## config.mk

```make
export PLATFORM = sky130hd
export DESIGN_NAME = adsr_envelope
export DESIGN_NICKNAME = d
export VERILOG_FILES = /design/src/rtl/adsr_pkg.sv /design/src/rtl/adsr_tick_gen.sv /design/src/rtl/adsr_envelope.sv
export SDC_FILE = /design/constraint.sdc
export NUM_CORES = 1
export LEC_CHECK = 0
export ABC_AREA = 1
export CAP_MARGIN = 0
export CELL_PAD_IN_SITES_DETAIL_PLACEMENT = 0
export CELL_PAD_IN_SITES_GLOBAL_PLACEMENT = 2
export CORE_ASPECT_RATIO = 0.75
export CORE_MARGIN = 2
export CORE_UTILIZATION = 33
export CTS_BUF_LIST = sky130_fd_sc_hd__clkbuf_4 sky130_fd_sc_hd__clkbuf_8 sky130_fd_sc_hd__clkbuf_16
export DETAILED_ROUTE_END_ITERATION = 16
export GPL_TIMING_DRIVEN = 0
export HOLD_SLACK_MARGIN = 0.08
export PLACE_DENSITY = 0.88
export SLEW_MARGIN = 0
export SYNTH_ARGS = -nofsm -noshare
export SYNTH_HDL_FRONTEND = slang
export SYNTH_HIERARCHICAL = 1
export SYNTH_SLANG_ARGS = --single-unit
export TNS_END_PERCENT = 100
```

## constraint.sdc

```tcl
create_clock -name clk -period 5.9 [get_ports clk]
set_clock_uncertainty 0.05 [all_clocks]
set_input_delay 1.18 -clock clk [delete_from_list [all_inputs] [get_ports clk]]
set_output_delay 1.18 -clock clk [all_outputs]
set_load 0.05 [all_outputs]
```

## src/rtl/adsr_pkg.sv

```systemverilog
// Shared state encoding and default widths for the ADSR envelope and its tick generator.
package adsr_pkg;

  localparam int unsigned SAMPLE_W_DEF = 24;
  localparam int unsigned LEVEL_W_DEF  = 16;
  localparam int unsigned TICK_DIV_DEF = 1042;
  localparam logic [15:0] LEVEL_MAX    = 16'hFFFF;

  typedef enum logic [2:0] {
    IDLE    = 3'd0,
    ATTACK  = 3'd1,
    DECAY   = 3'd2,
    SUSTAIN = 3'd3,
    RELEASE = 3'd4
  } adsr_state_t;

endpackage

```

## src/rtl/adsr_tick_gen.sv

```systemverilog
// Free-running divider producing a one-cycle tick every TICK_DIV clocks (TICK_DIV >= 2).
module adsr_tick_gen #(
  parameter int unsigned TICK_DIV = 1042
) (
  input  logic clk,
  input  logic reset,
  output logic tick
);

  localparam int unsigned CNT_W = $clog2(TICK_DIV);

  logic [CNT_W-1:0] r_cnt;
  logic             r_tick;

  // Tick is registered one count early so it is high exactly while r_cnt == TICK_DIV-1.
  always_ff @(posedge clk or posedge reset) begin
    if (reset) begin
      r_cnt  <= '0;
      r_tick <= 1'b0;
    end else begin
      r_cnt  <= (r_cnt == CNT_W'(TICK_DIV - 1)) ? '0 : r_cnt + CNT_W'(1);
      r_tick <= (r_cnt == CNT_W'(TICK_DIV - 2));
    end
  end

  assign tick = r_tick;

endmodule

```

## src/rtl/adsr_envelope.sv

```systemverilog
// ADSR amplitude envelope: gate-driven level FSM stepped on a sample tick, applied to the
// sample with a 1-clk multiply. Define ADSR_GATE_SYNC_EN to add a 2-flop gate synchronizer.
module adsr_envelope
  import adsr_pkg::*;
#(
  parameter int unsigned SAMPLE_W = SAMPLE_W_DEF,
  parameter int unsigned LEVEL_W  = LEVEL_W_DEF,
  parameter int unsigned TICK_DIV = TICK_DIV_DEF
) (
  input  logic                clk,
  input  logic                reset,
  input  logic                gate,
  input  logic [LEVEL_W-1:0]  attack_step,
  input  logic [LEVEL_W-1:0]  decay_step,
  input  logic [LEVEL_W-1:0]  sustain_level,
  input  logic [LEVEL_W-1:0]  release_step,
  input  logic [SAMPLE_W-1:0] sample_in,
  output logic [SAMPLE_W-1:0] sample_out,
  output logic [LEVEL_W-1:0]  level,
  output logic [2:0]          state,
  output logic                active
);

  localparam int unsigned        PROD_W = SAMPLE_W + LEVEL_W + 1;
  localparam logic [LEVEL_W-1:0] L_FULL = '1;

  logic w_tick;

  adsr_tick_gen #(
    .TICK_DIV(TICK_DIV)
  ) u_tick_gen (
    .clk  (clk),
    .reset(reset),
    .tick (w_tick)
  );

  logic w_gate;

`ifdef ADSR_GATE_SYNC_EN
  logic r_gate_s1;
  logic r_gate_s2;

  always_ff @(posedge clk or posedge reset) begin
    if (reset) begin
      r_gate_s1 <= 1'b0;
      r_gate_s2 <= 1'b0;
    end else begin
      r_gate_s1 <= gate;
      r_gate_s2 <= r_gate_s1;
    end
  end

  assign w_gate = r_gate_s2;
`else
  assign w_gate = gate;
`endif

  logic               r_gate_d;
  logic               w_rise;
  logic               w_fall;
  adsr_state_t        r_state;
  adsr_state_t        w_state_nxt;
  logic [LEVEL_W-1:0] r_level;
  logic [LEVEL_W-1:0] w_level_nxt;
  logic               r_active;
  logic [LEVEL_W:0]   w_att_sum;
  logic [LEVEL_W-1:0] w_dec_room;

  assign w_rise     = w_gate & ~r_gate_d;
  assign w_fall     = ~w_gate & r_gate_d;
  assign w_att_sum  = {1'b0, r_level} + {1'b0, attack_step};
  assign w_dec_room = r_level - sustain_level;

  always_ff @(posedge clk or posedge reset) begin
    if (reset) begin
      r_state  <= IDLE;
      r_level  <= '0;
      r_active <= 1'b0;
      r_gate_d <= 1'b0;
    end else begin
      r_state  <= w_state_nxt;
      r_level  <= w_level_nxt;
      r_active <= (w_state_nxt != IDLE);
      r_gate_d <= w_gate;
    end
  end

  // Gate edges take priority over the tick; a step of zero completes a phase at once.
  always_comb begin
    w_state_nxt = r_state;
    w_level_nxt = r_level;
    if (w_rise) begin
      w_state_nxt = ATTACK;
    end else if (w_fall) begin
      if (r_state == ATTACK || r_state == DECAY || r_state == SUSTAIN) begin
        w_state_nxt = RELEASE;
      end
    end else if (w_tick) begin
      case (r_state)
        IDLE: begin
          w_level_nxt = '0;
        end
        ATTACK: begin
          if (attack_step == '0 || w_att_sum >= {1'b0, L_FULL}) begin
            w_level_nxt = L_FULL;
            w_state_nxt = DECAY;
          end else begin
            w_level_nxt = w_att_sum[LEVEL_W-1:0];
          end
        end
        DECAY: begin
          if (decay_step == '0 || r_level <= sustain_level || decay_step >= w_dec_room) begin
            w_level_nxt = sustain_level;
            w_state_nxt = SUSTAIN;
          end else begin
            w_level_nxt = r_level - decay_step;
          end
        end
        SUSTAIN: begin
          w_level_nxt = sustain_level;
        end
        RELEASE: begin
          if (release_step == '0 || release_step >= r_level) begin
            w_level_nxt = '0;
            w_state_nxt = IDLE;
          end else begin
            w_level_nxt = r_level - release_step;
          end
        end
        default: begin
          w_level_nxt = '0;
          w_state_nxt = IDLE;
        end
      endcase
    end
  end

  logic signed [PROD_W-1:0] w_smp_ext;
  logic signed [PROD_W-1:0] w_lvl_ext;
  logic signed [PROD_W-1:0] w_prod;
  logic [SAMPLE_W-1:0]      r_sample_out;

  // Level is treated as an unsigned fraction of full scale; the shift floors toward -inf.
  assign w_smp_ext = PROD_W'($signed(sample_in));
  assign w_lvl_ext = PROD_W'({1'b0, r_level});
  assign w_prod    = w_smp_ext * w_lvl_ext;

  always_ff @(posedge clk or posedge reset) begin
    if (reset) begin
      r_sample_out <= '0;
    end else begin
      r_sample_out <= SAMPLE_W'(w_prod >>> LEVEL_W);
    end
  end

  assign sample_out = r_sample_out;
  assign level      = r_level;
  assign state      = r_state;
  assign active     = r_active;

endmodule

```

; Word level (Yosys, flattened, before mapping)
; Cells that the tools add are included.
[word_totals]
register_bits = 57
latch_bits = 0
rom_bits = 0
n_memories = 0
output_inout_bits = 44
in_bits = 91
ramBits = 0
[op_classes]
bitwise = 6
n_eq_ne = 6
order_cmp = 4
div = 0
n_reduce_logical = 13
mul = 1
addsub = 5
shift = 0
muxes = 13
[op_table]
columns = cell, n
row1 = $pmux 16 s4, 1
row2 = $logic_not 16->1, 3
row3 = $mux 16, 3
row4 = $sub 16x16->16, 3
row5 = $mul 24x17->40, 1
row6 = $ge 16x16->1, 2
row7 = $eq 11x11->1 const B, 2
row8 = $mux 3, 7
row9 = $add 16x16->17, 1
row10 = $ge 17x16->1 const B, 1
row11 = $le 16x16->1, 1
row12 = $pmux 3 s4, 1
row13 = $add 11x1->11 const B, 1
row14 = $mux 11, 1
row15 = $eq 3x2->1 const B, 2
row16 = $logic_or 1x1->1, 6
row17 = $not 1->1, 4
row18 = $eq 3x1->1 const B, 1
row19 = $eq 3x3->1 const B, 1
row20 = $logic_not 3->1, 1
row21 = $reduce_and 3->1, 1
row22 = $reduce_bool 3->1, 1
row23 = $and 1x1->1, 2
row24 = $reduce_or 2->1, 1

; Logic depth before layout (Yosys ltp)
; Gate-level depths: netlist (run 1).
[logic_depth]
ltp_word = 9
ltp_mapped = 32

; Modules after synthesis
; The synthesis (run 1) kept the hierarchy.
[by_module_without_submodules]
columns = mod, cells_per_inst, instances, area_per_inst_um2
row1 = adsr_envelope, 2671, 1, 19740.2
row2 = adsr_tick_gen, 80, 1, 650.6

; Least setup slack after synthesis (run 1)
; No wires, ideal clock.
[synth_path]
kind = in2reg
from = input port sample_in[10]
to = register r_sample_out[22] (netlist: sample_out[22])
required_time_ps = 5727
path_buffers = 2
path_slack_ps = -799
arrival_ps = 6526
cell_stages = 27
setup_time_ps = 123
path_cell_list = clkbuf_1 clkbuf_1 nand2_1 fa_1 fa_1 fa_1 fa_1 inv_1 fa_1 inv_1 fa_1 inv_1 ha_1 a21oi_1 a21boi_0 or2_2 nor2_1 o21ai_0 nand2_1 nand2_1 nand2_1 nand2_1 nand2_1 nand2_1 nand2_1 nand2_1 xor2_1
[synth_via]
elab_chain_cells = 1
[synth_rtl]
columns = item, line
row1 = "start, declared", adsr_envelope.sv:17  ; input logic [SAMPLE_W-1:0] sample_in,
row2 = $mul 24x17->40, adsr_envelope.sv:146  ; assign w_prod = w_smp_ext * w_lvl_ext;
row3 = via w_prod[38], adsr_envelope.sv:140  ; logic signed [PROD_W-1:0] w_prod;
row4 = "end signal, assigned", adsr_envelope.sv:152  ; r_sample_out <= SAMPLE_W'(w_prod >>> LEVEL_W);
row5 = "end, declared", adsr_envelope.sv:141  ; logic [SAMPLE_W-1:0] r_sample_out;
; The timed path passes the listed nets, and every way through them passes these cells.
; A chain may end at the register's enable or synchronous reset.

; Worst setup path after layout (run 1)
[layout_path]
from = input port sample_in[23]
to = register r_sample_out[23] (netlist: sample_out[23])
; The elaborated chain is that of the path after synthesis.

==> impl_metrics.prom, run 1 <==
# TYPE chip_impl_metric gauge
chip_impl_metric{name="critPathMaxFanout",unit=""} 8
chip_impl_metric{name="worst-endpoint-arrival",unit="ps"} 6470
chip_impl_metric{name="maxSlewHeadroom",unit="%"} 26.24
chip_impl_info{name="violations",value="setup timing"} 1
chip_impl_metric{name="post-route-drc-count",unit=""} 0
chip_impl_metric{name="die_h",unit="um"} 219.3
chip_impl_metric{name="netlist_instances",unit=""} 2751
chip_impl_metric{name="synth-edff-count",unit=""} 0
chip_impl_metric{name="grt_use_total",unit="%"} 22.99
chip_impl_info{name="worstSetupStartpointType",value="primary input"} 1
chip_impl_info{name="crit_top_cell",value="sky130_fd_sc_hd__fa_1"} 1
chip_impl_metric{name="hold_depth",unit=""} 2
chip_impl_metric{name="postRouteAntennaNets",unit=""} 0
chip_impl_metric{name="ys_seq_elements",unit=""} 57
chip_impl_metric{name="max_stage_delay",unit="ps"} 590
chip_impl_metric{name="power_frac_comb",unit="%"} 60.7
chip_impl_metric{name="drt_iter0_drc",unit=""} 1407
chip_impl_info{name="timing.critical_path.cells",value="buf_12 -> buf_8 -> nand2_4 -> fa_2 -> buf_4 -> fa_2 -> inv_4 -> fa_1 -> fa_1 -> fa_1 -> inv_1 -> fa_1 -> inv_1 -> ha_4 -> a21oi_1 -> o21ai_0 -> a21oi_1 -> nand4_1 -> xor2_1"} 1
chip_impl_metric{name="dp.cells",unit=""} 3664
chip_impl_metric{name="yosysUniqueCellTypes",unit=""} 47
chip_impl_metric{name="post_route_cells_drive_above_1_share",unit="%"} 14.70
chip_impl_metric{name="die_area",unit="mm^2"} 0.06382
chip_impl_metric{name="fillCellCount",unit=""} 6163
chip_impl_metric{name="wl_per_cell",unit="um"} 18.99
chip_impl_metric{name="top_level_ports",unit=""} 135
chip_impl_metric{name="finalSetupViolations",unit=""} 21
chip_impl_metric{name="post_dp_cell_area",unit="mm^2"} 0.02332
chip_impl_metric{name="synth.cell_area",unit="mm^2"} 0.02039
chip_impl_metric{name="finish.instance_area",unit="mm^2"} 0.02547
chip_impl_info{name="top_cells_by_area_synth",value="sky130_fd_sc_hd__fa_1 37%, sky130_fd_sc_hd__inv_1 14%, sky130_fd_sc_hd__nand2_1 13%, sky130_fd_sc_hd__ha_1 11%, sky130_fd_sc_hd__dfrtp_1 7.0%"} 1
chip_impl_info{name="slowest_stage_cell_cp",value="sky130_fd_sc_hd__fa_2"} 1
chip_impl_metric{name="final-hold-violation-count",unit=""} 0
chip_impl_metric{name="vias_per_cell",unit=""} 4.848
chip_impl_info{name="rsz0062_at_grt",value="true"} 1
chip_impl_metric{name="globalplace.congestion",unit=""} 0.9453
chip_impl_metric{name="clk_pin_slew_worst_setup_hold_paths",unit="ps"} 70
chip_impl_metric{name="syn_to_final_growth",unit="%"} 24.92
chip_impl_metric{name="cts_htree_levels",unit=""} 3
chip_impl_metric{name="synth.yosys.warnings",unit=""} 6
chip_impl_metric{name="grt_pass1_vias",unit=""} 19090
chip_impl_metric{name="worst_slack",unit="ps"} -396.9
chip_impl_metric{name="max-vdd-ir-drop",unit="V"} 0.0001399
chip_impl_info{name="min_path_type",value="reg2reg"} 1
chip_impl_metric{name="floorplan.die.width",unit="um"} 291.0
chip_impl_metric{name="dr.pass1.iters",unit=""} 5
chip_impl_metric{name="grt_max_degree",unit=""} 25
chip_impl_metric{name="finish.cell_count_without_fillers",unit=""} 3766
chip_impl_metric{name="hold_buffers",unit=""} 0
chip_impl_metric{name="netSwitchingFraction",unit="%"} 46.79
chip_impl_metric{name="share_seq_of_total_power",unit="%"} 18.1
chip_impl_info{name="class_of_the_most_critical_setup_path",value="in2reg"} 1
chip_impl_metric{name="final.hold.worst_slack",unit="ps"} 459.7
chip_impl_metric{name="detailedPlacementHpwl",unit="mm"} 59.42
chip_impl_metric{name="clk_buf_depth",unit=""} 2
chip_impl_info{name="run_status",value="finished with violations"} 1
chip_impl_info{name="worstSetupEndpointType",value="flop"} 1
chip_impl_metric{name="power_density",unit="mW/mm^2"} 102.0
chip_impl_metric{name="cellInternalPower",unit="mW"} 1.382
chip_impl_metric{name="wire_length_reported_by_the_detailed_router",unit="mm"} 71.52
chip_impl_metric{name="timing_max_transition_violations_final",unit=""} 0
chip_impl_metric{name="fmaxAchievable",unit="GHz"} 0.1588
chip_impl_metric{name="grt-ovfl-total",unit=""} 0
chip_impl_metric{name="required",unit="ps"} 6070
chip_impl_metric{name="number_of_nets_in_the_synthesized_netlist",unit=""} 3396
chip_impl_info{name="clk_root_buffer_cell",value="sky130_fd_sc_hd__clkbuf_16"} 1
chip_impl_metric{name="synth.avg_cell_area",unit="um^2"} 7.412
chip_impl_metric{name="grt_antenna_before_repair",unit=""} 1
chip_impl_metric{name="standard_cell_core_area",unit="mm^2"} 0.06080
chip_impl_metric{name="static-leakage-power",unit="nW"} 14.10
chip_impl_metric{name="num-nets-final",unit=""} 3605
chip_impl_metric{name="reg2reg_depth",unit=""} 26
chip_impl_metric{name="net_load_switching_power",unit="mW"} 1.216
chip_impl_metric{name="numPortBuffers",unit=""} 112
chip_impl_metric{name="max_slew.worst_pin.slew",unit="ps"} 1098
chip_impl_metric{name="fin_crit_sh",unit="%"} 106.7
chip_impl_metric{name="clockPowerShare",unit="%"} 21.1
chip_impl_metric{name="clk_latency_worst_skew_pair",unit="ps"} 370
chip_impl_metric{name="numCtsBuffers",unit=""} 9
chip_impl_info{name="clock_tree_from_tritoncts",value="built"} 1
chip_impl_metric{name="fin_crit",unit="ps"} 6297
chip_impl_metric{name="preCtsSetupSlack",unit="ps"} -1622
chip_impl_info{name="dominantRegCellSynth",value="sky130_fd_sc_hd__dfrtp_1"} 1
chip_impl_metric{name="global_route_wire_length_before_repair",unit="mm"} 110.3
chip_impl_metric{name="postSynth.asyncResetShare",unit="%"} 100.0
chip_impl_metric{name="max_cap_violations",unit=""} 0
chip_impl_metric{name="vias",unit=""} 18260
chip_impl_metric{name="start_util",unit="%"} 33.54
chip_impl_metric{name="yosys.area.top_type_share",unit="%"} 36.72
chip_impl_metric{name="std_cell_rows",unit=""} 78
chip_impl_info{name="synth_largest_area_cell",value="sky130_fd_sc_hd__fa_1"} 1
chip_impl_metric{name="synth_seq_area_share",unit="%"} 6.995
chip_impl_metric{name="clock-sinks",unit=""} 57
-- power by group through the flow --
stage / logic (mW) / clock network, mW / registers, mW
finish: 1.58 / 0.549 / 0.471
global route: 1.72 / 0.579 / 0.475
CTS: 1.46 / 0.564 / 0.473
detailed placement: 1.35 / 0 / 0.481
global placement: 1.35 / 0 / 0.481
floorplan: 0.701 / 0 / 0.695
-- cells in the mapped netlist, types with 2 or more instances --
library cell and instances:
sky130_fd_sc_hd__nor2_2 6, sky130_fd_sc_hd__o211ai_1 7, sky130_fd_sc_hd__o31ai_1 2, sky130_fd_sc_hd__a211oi_1 4, sky130_fd_sc_hd__a31oi_1 12, sky130_fd_sc_hd__nor3_1 16, sky130_fd_sc_hd__nor4_1 10, sky130_fd_sc_hd__nand3_1 52
sky130_fd_sc_hd__inv_1 759, sky130_fd_sc_hd__nand3b_1 4, sky130_fd_sc_hd__o22ai_1 7, sky130_fd_sc_hd__o21a_1 5, sky130_fd_sc_hd__dfrtp_1 57, sky130_fd_sc_hd__o21ai_0 81, sky130_fd_sc_hd__o21ai_1 6, sky130_fd_sc_hd__buf_4 2
sky130_fd_sc_hd__a21o_1 5, sky130_fd_sc_hd__nand3_2 4, sky130_fd_sc_hd__fa_1 374, sky130_fd_sc_hd__and3_1 2, sky130_fd_sc_hd__a21oi_1 117, sky130_fd_sc_hd__a21oi_2 2, sky130_fd_sc_hd__ha_1 180, sky130_fd_sc_hd__nor2_1 107
sky130_fd_sc_hd__o21ai_2 4, sky130_fd_sc_hd__xor2_1 51, sky130_fd_sc_hd__a21boi_0 5, sky130_fd_sc_hd__nand2_2 9, sky130_fd_sc_hd__xnor2_1 30, sky130_fd_sc_hd__or2_2 3, sky130_fd_sc_hd__nand2_1 692, sky130_fd_sc_hd__o21bai_1 7
sky130_fd_sc_hd__clkbuf_1 96, sky130_fd_sc_hd__nand4_1 20
-- critical path, delay by kind of cell --
kind / cells / cell delay [ps]
AO/OA/AOI/OAI: 3 / 720
AND/OR/NAND/NOR: 2 / 360
adder cells (fa/ha/maj): 7 / 3310
XOR/XNOR: 1 / 250
buffers and inverters: 6 / 640
-- repair_timing --
item,4_1_cts,5_1_grt
setup buffers,58,27
cloned,0,2
pin swaps,40,75
endpoints found under the setup margin,24,24
resized for setup,198,154
-- metal layers --
layer	vias up	routed length, um	GRT usage [%]
met2	557	30070	34.92
met5	-	94	1.067
li1	8509	-	-
met3	74	5584	4.304
met1	9117	34280	33.66
met4	2	1486	5.181
-- cells in the final DEF, fill, tap and decap left out, types with 27 or more instances in the layout --
cell type / synthesis / routed
sky130_fd_sc_hd__clkbuf_4: 0 / 30
sky130_fd_sc_hd__xor2_1: 51 / 50
sky130_fd_sc_hd__nand2_2: 9 / 36
sky130_fd_sc_hd__clkdlybuf4s50_1: 0 / 110
sky130_fd_sc_hd__nor2_1: 107 / 87
sky130_fd_sc_hd__fa_1: 374 / 348
sky130_fd_sc_hd__inv_1: 759 / 732
sky130_fd_sc_hd__clkbuf_16: 0 / 27
sky130_fd_sc_hd__buf_4: 2 / 76
sky130_fd_sc_hd__nand2_1: 692 / 652
sky130_fd_sc_hd__ha_1: 180 / 154
sky130_fd_sc_hd__a21oi_1: 117 / 96
sky130_fd_sc_hd__o21ai_0: 81 / 68
sky130_fd_sc_hd__dfrtp_1: 57 / 43
sky130_fd_sc_hd__nand3_1: 52 / 48
sky130_fd_sc_hd__xnor2_1: 30 / 29
-- stage by stage --
stage	util, %	TNS (ps)	power (mW)
finish	41.90	-3253	2.598
global route	41.90	-7060	2.770
detailed placement	38.35	-29020	1.836
floorplan	-	-1156	1.396
global placement	38.32	-27500	1.827
CTS	40.69	-3572	2.495
-- final timing paths --
path	startpoint	endpoint	slack, ps
hold reg to reg	u_tick_gen/r_cnt[9]	u_tick_gen/r_cnt[9]	460
setup reg to reg	level[9]	sample_out[20]	-330
setup / recovery	sample_in[23]	sample_out[23]	-400
min in group asynchronous	reset	u_tick_gen/r_cnt[8]	1310
max in group asynchronous	reset	level[4]	3910
hold / removal	u_tick_gen/r_cnt[9]	u_tick_gen/r_cnt[9]	460
-- final cells by class --
type / instances / area, um^2 / share of cell area, %
tap: 800 / 1001 / 3.929
sequential: 57 / 1446 / 5.678
timing repair buffer: 200 / 1916 / 7.520
buffer: 96 / 1141 / 4.480
inverter: 761 / 2861 / 11.23
antenna: 1 / 2.502 / 0.009824
multi-input combinational: 1835 / 16810 / 66.00
clock buffer: 12 / 266.5 / 1.046
clock inverter: 4 / 26.28 / 0.1031
-- state kept, by name, summed over array words and instances (netlist names) --
register / count
u_tick_gen/r_cnt: 11
level: 16
state: 3
r_gate_d: 1
sample_out: 24
u_tick_gen/tick: 1
active: 1
-- cell families after synthesis --
| group | Yosys count | share of synthesized area (%) |
|---|---|---|
| flops | 57 | 6.995 |
| fa+ha+maj | 554 | 47.76 |
| xor+xnor | 81 | 3.479 |
| simple gates | 930 | 18.48 |
| buf+inv | 859 | 15.86 |
| compound gates | 270 | 7.425 |
Note: power is estimated with default switching activity, not from simulation.
==> run 2: changes to the inputs <==
CORE_UTILIZATION = 37   (was 33)
CTS_CLUSTER_DIAMETER = 30   (was default)
PLACE_DENSITY = 0.92   (was 0.88)
SETUP_SLACK_MARGIN = 0.5   (was default)
clock period = 6.25 ns   (was 5.9 ns; I/O delays follow)
==> run 2 against run 1 <==
  * The flow still finishes with violations (setup timing)
  * Global-route usage rose by 2.7 points
  * Largest cell class unchanged
  * Clock-buffer cell count down 3
  * Critical endpoint unchanged
  * Combinational power fell by 9%
  * Setup slack improved by 350 ps
  * Power decreased by 8.0%
  * First-iteration DRC count is 17% higher
==> impl_metrics.prom, run 2 (synthesized netlist as in run 1, its figures left out) <==
# TYPE chip_impl_metric gauge
chip_impl_info{name="run_status",value="finished with violations"} 1
chip_impl_info{name="violations",value="setup timing"} 1
chip_impl_metric{name="share_seq_of_total_power",unit="%"} 18.6
chip_impl_metric{name="netSwitchingFraction",unit="%"} 48.02
chip_impl_metric{name="fin_crit_sh",unit="%"} 100.8
chip_impl_metric{name="post_dp_cell_area",unit="mm^2"} 0.02330
chip_impl_metric{name="cellInternalPower",unit="mW"} 1.243
chip_impl_metric{name="top_level_ports",unit=""} 135
chip_impl_metric{name="power_frac_comb",unit="%"} 59.9
chip_impl_metric{name="clk_pin_slew_worst_setup_hold_paths",unit="ps"} 60
chip_impl_metric{name="required",unit="ps"} 6430
chip_impl_metric{name="dp.cells",unit=""} 3586
chip_impl_info{name="worstSetupEndpointType",value="flop"} 1
chip_impl_metric{name="max-vdd-ir-drop",unit="V"} 0.0001296
chip_impl_metric{name="floorplan.die.width",unit="um"} 275.1
chip_impl_metric{name="start_util",unit="%"} 37.45
chip_impl_info{name="min_path_type",value="reg2reg"} 1
chip_impl_metric{name="power",unit="mW"} 2.391
chip_impl_metric{name="wire_length_reported_by_the_detailed_router",unit="mm"} 70.74
chip_impl_metric{name="power_density",unit="mW/mm^2"} 95.65
chip_impl_metric{name="grt-ovfl-total",unit=""} 0
chip_impl_metric{name="post_route_cells_drive_above_1_share",unit="%"} 13.22
chip_impl_metric{name="final-hold-violation-count",unit=""} 0
chip_impl_metric{name="num-nets-final",unit=""} 3582
chip_impl_metric{name="clk_buf_depth",unit=""} 2
chip_impl_metric{name="clock-sinks",unit=""} 57
chip_impl_metric{name="grt_use_total",unit="%"} 25.68
chip_impl_metric{name="postRouteAntennaNets",unit=""} 0
chip_impl_metric{name="timing_max_transition_violations_final",unit=""} 0
chip_impl_metric{name="max_reg_flops",unit=""} 24
chip_impl_metric{name="fmaxAchievable",unit="GHz"} 0.1588
chip_impl_metric{name="clockPowerShare",unit="%"} 21.5
chip_impl_metric{name="cts_htree_levels",unit=""} 3
chip_impl_metric{name="worst-endpoint-arrival",unit="ps"} 6480
chip_impl_metric{name="grt_antenna_before_repair",unit=""} 2
chip_impl_metric{name="die_area",unit="mm^2"} 0.05702
chip_impl_metric{name="wl_per_cell",unit="um"} 19.30
chip_impl_metric{name="max_slew.worst_pin.slew",unit="ps"} 1103
chip_impl_info{name="worstSetupStartpointType",value="primary input"} 1
chip_impl_metric{name="drt_iter0_drc",unit=""} 1650
chip_impl_metric{name="numPortBuffers",unit=""} 112
chip_impl_metric{name="vias_per_cell",unit=""} 4.973
chip_impl_metric{name="finalSetupViolations",unit=""} 3
chip_impl_metric{name="hold_buffers",unit=""} 0
chip_impl_info{name="clk_root_buffer_cell",value="sky130_fd_sc_hd__clkbuf_16"} 1
chip_impl_metric{name="worst_slack",unit="ps"} -48.21
chip_impl_metric{name="utilization_of_the_core_after_routing",unit="%"} 45.92
chip_impl_info{name="clock_tree_from_tritoncts",value="built"} 1
chip_impl_info{name="layout.cells.most_common",value="sky130_fd_sc_hd__inv_1"} 1
chip_impl_metric{name="standard_cell_core_area",unit="mm^2"} 0.05444
chip_impl_metric{name="finish.instance_area",unit="mm^2"} 0.02500
chip_impl_metric{name="die_h",unit="um"} 207.3
chip_impl_metric{name="static-leakage-power",unit="nW"} 13.94
chip_impl_metric{name="fin_crit",unit="ps"} 6298
chip_impl_metric{name="syn_to_final_growth",unit="%"} 22.60
chip_impl_metric{name="grt_max_degree",unit=""} 25
chip_impl_metric{name="max_cap_violations",unit=""} 0
chip_impl_metric{name="numCtsBuffers",unit=""} 9
chip_impl_metric{name="detailedPlacementHpwl",unit="mm"} 59.33
chip_impl_metric{name="grt_pass1_vias",unit=""} 19120
chip_impl_metric{name="globalplace.congestion",unit=""} 0.9722
chip_impl_metric{name="std_cell_rows",unit=""} 74
chip_impl_metric{name="clk_latency_worst_skew_pair",unit="ps"} 370
chip_impl_metric{name="critPathMaxFanout",unit=""} 10
chip_impl_info{name="rsz0062_at_grt",value="true"} 1
chip_impl_metric{name="dr.pass1.iters",unit=""} 6
chip_impl_info{name="mostFrequentLayoutCells",value="741 x sky130_fd_sc_hd__inv_1, 651 x sky130_fd_sc_hd__nand2_1, 357 x sky130_fd_sc_hd__fa_1"} 1
chip_impl_metric{name="fillCellCount",unit=""} 5479
chip_impl_metric{name="vias",unit=""} 18230
chip_impl_metric{name="net_load_switching_power",unit="mW"} 1.148
chip_impl_info{name="class_of_the_most_critical_setup_path",value="in2reg"} 1
chip_impl_metric{name="maxSlewHeadroom",unit="%"} 25.90
chip_impl_metric{name="global_route_wire_length_before_repair",unit="mm"} 110.7
chip_impl_metric{name="post-route-drc-count",unit=""} 0
chip_impl_metric{name="finish.cell_count_without_fillers",unit=""} 3665
run 2: cell count changes in the layout (fill, tap and decap cells not counted), moves of 5 or more:
cell                      delta
sky130_fd_sc_hd__buf_4      -21
sky130_fd_sc_hd__inv_2      -10
sky130_fd_sc_hd__fa_1        +9
sky130_fd_sc_hd__fa_2        -9
sky130_fd_sc_hd__inv_1       +9
sky130_fd_sc_hd__o21ai_0     -7
sky130_fd_sc_hd__buf_6       -5
sky130_fd_sc_hd__o21ai_1     +5
run 2: timing repair:
item	4_1_cts	5_1_grt
buffers inserted	37	22
cloned	0	3
pin swaps	51	59
endpoints found under the setup margin	24	42
resized for setup	184	109
run 2: critical path: stages:
cell,delay [ps]
sky130_fd_sc_hd__clkbuf_8,140
sky130_fd_sc_hd__clkbuf_16,170
sky130_fd_sc_hd__nand2_4,80
sky130_fd_sc_hd__fa_2,480
sky130_fd_sc_hd__buf_4,170
sky130_fd_sc_hd__fa_2,590
sky130_fd_sc_hd__inv_4,90
sky130_fd_sc_hd__fa_1,510
sky130_fd_sc_hd__fa_1,510
sky130_fd_sc_hd__fa_1,490
sky130_fd_sc_hd__inv_1,50
sky130_fd_sc_hd__fa_1,470
sky130_fd_sc_hd__inv_1,60
sky130_fd_sc_hd__ha_4,240
sky130_fd_sc_hd__a21oi_1,220
sky130_fd_sc_hd__o21ai_0,230
sky130_fd_sc_hd__a21oi_1,230
sky130_fd_sc_hd__nand4_1,240
sky130_fd_sc_hd__xor2_1,240
run 2: final timing paths:
kind / endpoint / depth (start not counted) / slack (ps) / startpoint
max in group asynchronous: level[13] / 3 / 4320 / reset
min reg2reg: u_tick_gen/r_cnt[9] / 2 / 460 / u_tick_gen/r_cnt[9]
max: sample_out[23] / 19 / -50 / sample_in[23]
max reg2reg: sample_out[23] / 19 / -30 / level[3]
min: u_tick_gen/r_cnt[9] / 2 / 460 / u_tick_gen/r_cnt[9]
min in group asynchronous: u_tick_gen/r_cnt[3] / 2 / 1230 / reset
run 2: power by group through the flow:
stage          logic (mW)  clock network [mW]  registers, mW
2_1_floorplan       0.671                   0          0.656
3_3_place_gp         1.28                   0          0.453
3_5_place_dp         1.29                   0          0.453
4_1_cts              1.38               0.524          0.446
5_1_grt              1.56               0.535          0.450
6_report             1.43               0.514          0.444
run 2: metal layers:
layer,part of all wire [%],vias up,track usage (%),wire length [um]
met5,0,-,0,0
met4,1.5,0,4.138,1051
met3,9.3,57,5.020,6574
met2,42,636,38.08,29750
met1,47,9074,39.12,33370
li1,-,8458,-,-
run 2: layout make-up:
cell class	count	area (um^2)	area share, %
Inverter	761	2865	11.46
Buffer	98	1107	4.429
Clock buffer	9	225.2	0.9009
Clock inverter	7	61.31	0.2452
Timing Repair inverter	1	7.507	0.03003
Tap cell	722	903.4	3.614
Sequential cell	57	1444	5.776
Timing Repair Buffer	174	1660	6.642
Multi-Input combinational cell	1835	16720	66.89
Antenna cell	1	2.502	0.01001
run 2: stage by stage:
| step | setup WS [ps] | setup TNS, ps | hold slack, ps |
|---|---|---|---|
| 6_report | -48.21 | -65.98 | 461.2 |
| 3_3_place_gp | -1287 | -20210 | 437.1 |
| 3_5_place_dp | -1321 | -21250 | 444.1 |
| 4_1_cts | -55.61 | -108.9 | 463.3 |
| 2_1_floorplan | 63.24 | 0 | 412.5 |
| 5_1_grt | -203.6 | -1301 | 508.1 |
